$ cat src/rtl/rv32_pkg.sv
// Shared encodings for the unified memory arbiter: FSM states and store size codes.
package rv32_pkg;

    typedef enum logic [1:0] {
        ST_IDLE  = 2'b00,
        ST_FETCH = 2'b01,
        ST_DATA  = 2'b10,
        ST_RESP  = 2'b11
    } arb_state_e;

    localparam logic [1:0] SZ_BYTE = 2'b00;
    localparam logic [1:0] SZ_HALF = 2'b01;
    localparam logic [1:0] SZ_WORD = 2'b10;

endpackage

$ cat src/rtl/store_lane_gen.sv
// Byte-enable, write-lane replication and alignment check for one data access.
module store_lane_gen
    import rv32_pkg::*;
(
    input  logic [1:0]  size_i,
    input  logic [1:0]  addr_lo_i,
    input  logic        we_i,
    input  logic [31:0] wdata_i,
    output logic [3:0]  be_o,
    output logic [31:0] wdata_o,
    output logic        misaligned_o
);

    // Loads always read the full word; only stores narrow the byte enables.
    always_comb begin
        be_o         = 4'b1111;
        wdata_o      = wdata_i;
        misaligned_o = 1'b0;
        case (size_i)
            SZ_BYTE: begin
                if (we_i) be_o = 4'b0001 << addr_lo_i;
                wdata_o = {4{wdata_i[7:0]}};
            end
            SZ_HALF: begin
                if (we_i) be_o = 4'b0011 << {addr_lo_i[1], 1'b0};
                wdata_o      = {2{wdata_i[15:0]}};
                misaligned_o = addr_lo_i[0];
            end
            SZ_WORD, 2'b11: begin
                misaligned_o = (addr_lo_i != 2'b00);
            end
        endcase
    end

endmodule

$ cat src/rtl/unified_mem_arbiter.sv
// Shares one single-ported memory between instruction fetch and data access,
// with data priority bounded by an anti-starvation run limit and a ready timeout.
module unified_mem_arbiter
    import rv32_pkg::*;
#(
    parameter int MAX_DATA_RUN = 4,
    parameter int TIMEOUT      = 255
)
(
    input  logic        clk_i,
    input  logic        rst_i,
    input  logic        if_req_i,
    input  logic [31:0] if_addr_i,
    output logic [31:0] if_rdata_o,
    output logic        if_ack_o,
    input  logic        dm_req_i,
    input  logic        dm_we_i,
    input  logic [31:0] dm_addr_i,
    input  logic [31:0] dm_wdata_i,
    input  logic [1:0]  dm_size_i,
    output logic [31:0] dm_rdata_o,
    output logic        dm_ack_o,
    output logic        dm_misaligned_o,
    output logic        bus_err_o,
    output logic        stall_if_o,
    output logic        stall_mem_o,
    output logic        mem_req_o,
    output logic        mem_we_o,
    output logic [31:0] mem_addr_o,
    output logic [31:0] mem_wdata_o,
    output logic [3:0]  mem_be_o,
    input  logic [31:0] mem_rdata_i,
    input  logic        mem_ready_i
);

    localparam int RW = $clog2(MAX_DATA_RUN + 1);
    localparam int WW = (TIMEOUT > 1) ? $clog2(TIMEOUT) : 1;
    localparam logic [RW-1:0] RUN_LIMIT = RW'(MAX_DATA_RUN);
    localparam logic [WW-1:0] WAIT_LAST = WW'(TIMEOUT - 1);

    arb_state_e    state_q;
    logic [RW-1:0] runCnt_q;
    logic [WW-1:0] waitCnt_q;
    logic          memReq_q;
    logic          memWe_q;
    logic [31:0]   memAddr_q;
    logic [31:0]   memWdata_q;
    logic [3:0]    memBe_q;
    logic          ifAck_q;
    logic          dmAck_q;
    logic          dmMis_q;
    logic          busErr_q;
    logic [31:0]   ifRdata_q;
    logic [31:0]   dmRdata_q;

    logic          grantData;
    logic          grantFetch;
    logic [31:0]   grantAddr;
    logic [3:0]    laneBe;
    logic [31:0]   laneWdata;
    logic          laneMis;

    // Data wins unless a waiting fetch has already watched MAX_DATA_RUN data grants go by.
    assign grantData  = dm_req_i & (~if_req_i | (runCnt_q < RUN_LIMIT));
    assign grantFetch = ~grantData & if_req_i;
    assign grantAddr  = grantData ? dm_addr_i : if_addr_i;

    store_lane_gen u_lanes (
        .size_i      (dm_size_i),
        .addr_lo_i   (grantAddr[1:0]),
        .we_i        (dm_we_i),
        .wdata_i     (dm_wdata_i),
        .be_o        (laneBe),
        .wdata_o     (laneWdata),
        .misaligned_o(laneMis)
    );

    always_ff @(posedge clk_i or posedge rst_i) begin
        if (rst_i) begin
            state_q    <= ST_IDLE;
            runCnt_q   <= '0;
            waitCnt_q  <= '0;
            memReq_q   <= 1'b0;
            memWe_q    <= 1'b0;
            memAddr_q  <= '0;
            memWdata_q <= '0;
            memBe_q    <= '0;
            ifAck_q    <= 1'b0;
            dmAck_q    <= 1'b0;
            dmMis_q    <= 1'b0;
            busErr_q   <= 1'b0;
            ifRdata_q  <= '0;
            dmRdata_q  <= '0;
        end else begin
            ifAck_q  <= 1'b0;
            dmAck_q  <= 1'b0;
            dmMis_q  <= 1'b0;
            busErr_q <= 1'b0;
            case (state_q)
                ST_IDLE: begin
                    if (grantData) begin
                        runCnt_q <= if_req_i ? runCnt_q + RW'(1) : '0;
                        if (laneMis) begin
                            state_q   <= ST_RESP;
                            dmAck_q   <= 1'b1;
                            dmMis_q   <= 1'b1;
                            dmRdata_q <= '0;
                        end else begin
                            state_q    <= ST_DATA;
                            memReq_q   <= 1'b1;
                            memWe_q    <= dm_we_i;
                            memAddr_q  <= {grantAddr[31:2], 2'b00};
                            memWdata_q <= laneWdata;
                            memBe_q    <= laneBe;
                        end
                    end else if (grantFetch) begin
                        runCnt_q  <= '0;
                        state_q   <= ST_FETCH;
                        memReq_q  <= 1'b1;
                        memWe_q   <= 1'b0;
                        memAddr_q <= {grantAddr[31:2], 2'b00};
                        memBe_q   <= 4'b1111;
                    end
                end
                ST_FETCH, ST_DATA: begin
                    if (mem_ready_i || (waitCnt_q == WAIT_LAST)) begin
                        memReq_q  <= 1'b0;
                        waitCnt_q <= '0;
                        state_q   <= ST_RESP;
                        busErr_q  <= ~mem_ready_i;
                        if (state_q == ST_FETCH) begin
                            ifAck_q   <= 1'b1;
                            ifRdata_q <= mem_ready_i ? mem_rdata_i : '0;
                        end else begin
                            dmAck_q   <= 1'b1;
                            dmRdata_q <= mem_ready_i ? mem_rdata_i : '0;
                        end
                    end else begin
                        waitCnt_q <= waitCnt_q + WW'(1);
                    end
                end
                ST_RESP: state_q <= ST_IDLE;
                default: state_q <= ST_IDLE;
            endcase
        end
    end

    assign if_rdata_o      = ifRdata_q;
    assign if_ack_o        = ifAck_q;
    assign dm_rdata_o      = dmRdata_q;
    assign dm_ack_o        = dmAck_q;
    assign dm_misaligned_o = dmMis_q;
    assign bus_err_o       = busErr_q;
    assign stall_if_o      = if_req_i & ~ifAck_q;
    assign stall_mem_o     = dm_req_i & ~dmAck_q;
    assign mem_req_o       = memReq_q;
    assign mem_we_o        = memWe_q;
    assign mem_addr_o      = memAddr_q;
    assign mem_wdata_o     = memWdata_q;
    assign mem_be_o        = memBe_q;

endmodule

$ cat config.mk
export PLATFORM = sky130hd
export DESIGN_NAME = unified_mem_arbiter
export DESIGN_NICKNAME = d
export VERILOG_FILES = /design/src/rtl/rv32_pkg.sv /design/src/rtl/store_lane_gen.sv /design/src/rtl/unified_mem_arbiter.sv
export SDC_FILE = /design/constraint.sdc
export NUM_CORES = 1
export LEC_CHECK = 0
export ABC_AREA = 1
export CORE_UTILIZATION = 48
export DETAILED_ROUTE_END_ITERATION = 10
export PLACE_DENSITY = 0.92
export SETUP_SLACK_MARGIN = 0.05
export SLEW_MARGIN = 20
export SYNTH_ARGS = -nofsm -noshare
export SYNTH_HDL_FRONTEND = slang
export SYNTH_SLANG_ARGS = --single-unit
$ cat constraint.sdc
create_clock -name clk_i -period 15.2 [get_ports clk_i]
set_input_delay 3.04 -clock clk_i [delete_from_list [all_inputs] [get_ports clk_i]]
set_output_delay 3.04 -clock clk_i [all_outputs]
set_load 0.1 [all_outputs]
==> impl_metrics.toml <==
[drt]
avgViaCountPerCell = 5.32
firstDrtPassIters = 5
drt-initial-drc-count = 454
via_count = 7017
drc = 0
drtAntennaViolNets = 0
wl_per_cell_um = 16.3
finalWirelength_um = 21500

[sta]
tightestPinTransition_ps = 1050
period_needed_ps = 8090
slew_headroom_pct = 29.7
finalCritPeriodShare_pct = 53.2
rsz0062_at_grt = "no"
max_freq_mhz = 124
hold_viol_final = 0
skew_ps = 4.73
final_max_slew_viol_count = 0
finalSetupTns_ps = 0
finalSetupViolCount = 0

[clock_tree]
ctsResizeCount = 0
cts_sinks = 149
clk_path_buf_depth = 2
htreeDepth = 4
hold_buffers = 0
cts_root_buf = "clkbuf_16"
postCtsSetupRepairBufs = 0
cts_tree = "built"
worstSkewPairLatency_ps = 410
clk_pin_slew_worst_paths_ps = 60
cts_made_buffers = 17

[place]
portBuffers = 273
gp_congestion = 0.861
dp_hpwl_um = 14500

[setup_path]
crit_type = "primary input to output port"
end_kind = "output port"
worstSetupStartpointType = "primary input"
crit_required_ps = 12160
path_max_fanout = 7
arrival_ps = 5050

[global_route]
antenna_found_initial = 0
grt_usage_pct = 27.9
grt_first_pass_wirelength_um = 34500
grt_pass1_vias = 6797
grt_remaining_overflow = 0
grt_max_degree = 82

[die]
die_y_um = 124
initial_core_util_pct = 49.3
die-width_um = 124
core_um2 = 14600
num_rows = 44
die-area_um2 = 15500
ios = 276

[cells_and_area]
nets = 1265
nFillCells = 1060
syn2layout_area_growth_pct = 46.5
diodes = 0
layout-drive-gt1-share_pct = 7.58

[yosys]
synth_seq_cells = 149
synth.distinct_cells = 33
netlist_top_cells_area = "dfrtp_1 52%, nand2_1 18%, nand3_1 4.2%"
ys.flop_type = "dfrtp_1"
synth-edff-count = 0
avgSynthCellArea_um2 = 8.15
synth_seq_area_share_pct = 51.8
synth_common_cells = "348 x nand2_1, 149 x dfrtp_1, 60 x nand3_1, 56 x nor2_1, 47 x o21ai_0"
synth_area_um2 = 7190
yosys.area.top_type_share_pct = 51.8
synthCells = 882
async_flop_share_pct = 100
synth.most_common_cell = "nand2_1"
synth_area_leader_cell = "dfrtp_1"
ys_warn_count = 0

[outcome]
status = "completed"

[run]
maxCapViolations = 0

[hold_path]
worstHoldPathType = "flip-flop to flip-flop"
flip-flops by register name (all words and copies together) (netlist names), 2 cells and up:
register and cells:
mem_addr_o 30, runCnt_q 3, dm_rdata_o 32, waitCnt_q 8
mem_wdata_o 32, if_rdata_o 32, state_q 2, mem_be_o 4
final cells by class:
type                       count  area [um2]  area share (%)
sequential                   149        3730            35.4
multi-input combinational    642        3020            28.7
timing repair buffer         278        2770            26.3
clock buffer                  22         474            4.50
tap                          184         230            2.19
clock inverter                10         169            1.60
inverter                      34         135            1.28
layer usage:
metal / up-vias / track usage (%) / routed length [um]
li1: 3320 / - / -
met1: 3313 / 34.8 / 8610
met2: 335 / 45.8 / 10400
met3: 49 / 8.25 / 1880
met4: 0 / 10.3 / 658
met5: - / 0 / 0
worst paths after layout:
kind                                             from                         end  slack [ps]  cells after the start
setup / recovery                             dm_req_i                 stall_mem_o        7110                      4
hold / removal             dm_rdata_o[22]$_DFFE_PP0P_  dm_rdata_o[22]$_DFFE_PP0P_         470                      2
setup reg to reg              runCnt_q[2]$_DFFE_PP0P_  mem_addr_o[21]$_DFFE_PP0P_       12430                      8
hold reg to reg            dm_rdata_o[22]$_DFFE_PP0P_  dm_rdata_o[22]$_DFFE_PP0P_         470                      2
max in group asynchronous                       rst_i  dm_rdata_o[26]$_DFFE_PP0P_       10910                      3
min in group asynchronous                       rst_i  if_rdata_o[24]$_DFFE_PP0P_        3110                      2
layout by cell type (no fill, tap or decap), types with 2 or more instances in the layout:
| cell | n |
|---|---|
| nand2_1 | 347 |
| clkdlybuf4s50_1 | 273 |
| dfrtp_1 | 149 |
| nand3_1 | 60 |
| nor2_1 | 56 |
| o21ai_0 | 47 |
| a21oi_1 | 33 |
| nand4_1 | 33 |
| o21ai_2 | 32 |
| inv_1 | 30 |
| clkbuf_16 | 17 |
| nand2_4 | 6 |
| ha_1 | 6 |
| bufinv_16 | 4 |
| buf_4 | 4 |
| nand3_2 | 3 |
| inv_6 | 3 |
| clkinvlp_4 | 3 |
| clkbuf_8 | 3 |
| nand2_2 | 2 |
| nor2_2 | 2 |
| xnor2_1 | 2 |
| xor2_1 | 2 |
| conb_1 | 2 |
| clkbuf_1 | 2 |
metrics by stage:
| stage | utilization (%) | worst slack, ps | area, um2 | hold WS, ps | cells |
|---|---|---|---|---|---|
| 3_5_place_dp | 67.8 | 7120 | 9880 | 457 | 1287 |
| 5_1_grt | 72.2 | 7050 | 10500 | 490 | 1319 |
| 6_report | 72.2 | 7110 | 10500 | 469 | 1319 |
| 4_1_cts | 72.2 | 7110 | 10500 | 472 | 1319 |
| 3_3_place_gp | 67.8 | 7120 | 9880 | 452 | 1287 |
| 2_1_floorplan | - | 7660 | 7200 | 471 | 883 |
critical path, cell delays in order:
cell and delay, ps:
clkdlybuf4s50_1 680, inv_1 100, nor2_1 100, clkdlybuf4s50_1 1130
cells by family after synthesis:
| logic type | after synthesis | share of synthesized area [%] |
|---|---|---|
| flip-flops | 149 | 51.8 |
| XOR/XNOR | 4 | 0.487 |
| buffers and inverters | 92 | 6.25 |
| other | 1 | 0.0521 |
| adder cells (fa/ha/maj) | 7 | 1.22 |
| AND/OR/NAND/NOR | 515 | 30.5 |
| AO/OA/AOI/OAI | 114 | 9.66 |
Power is left out: the tool's default activity adds up to more than one toggle a clock period on the data nets, which glitch-free logic cannot reach.
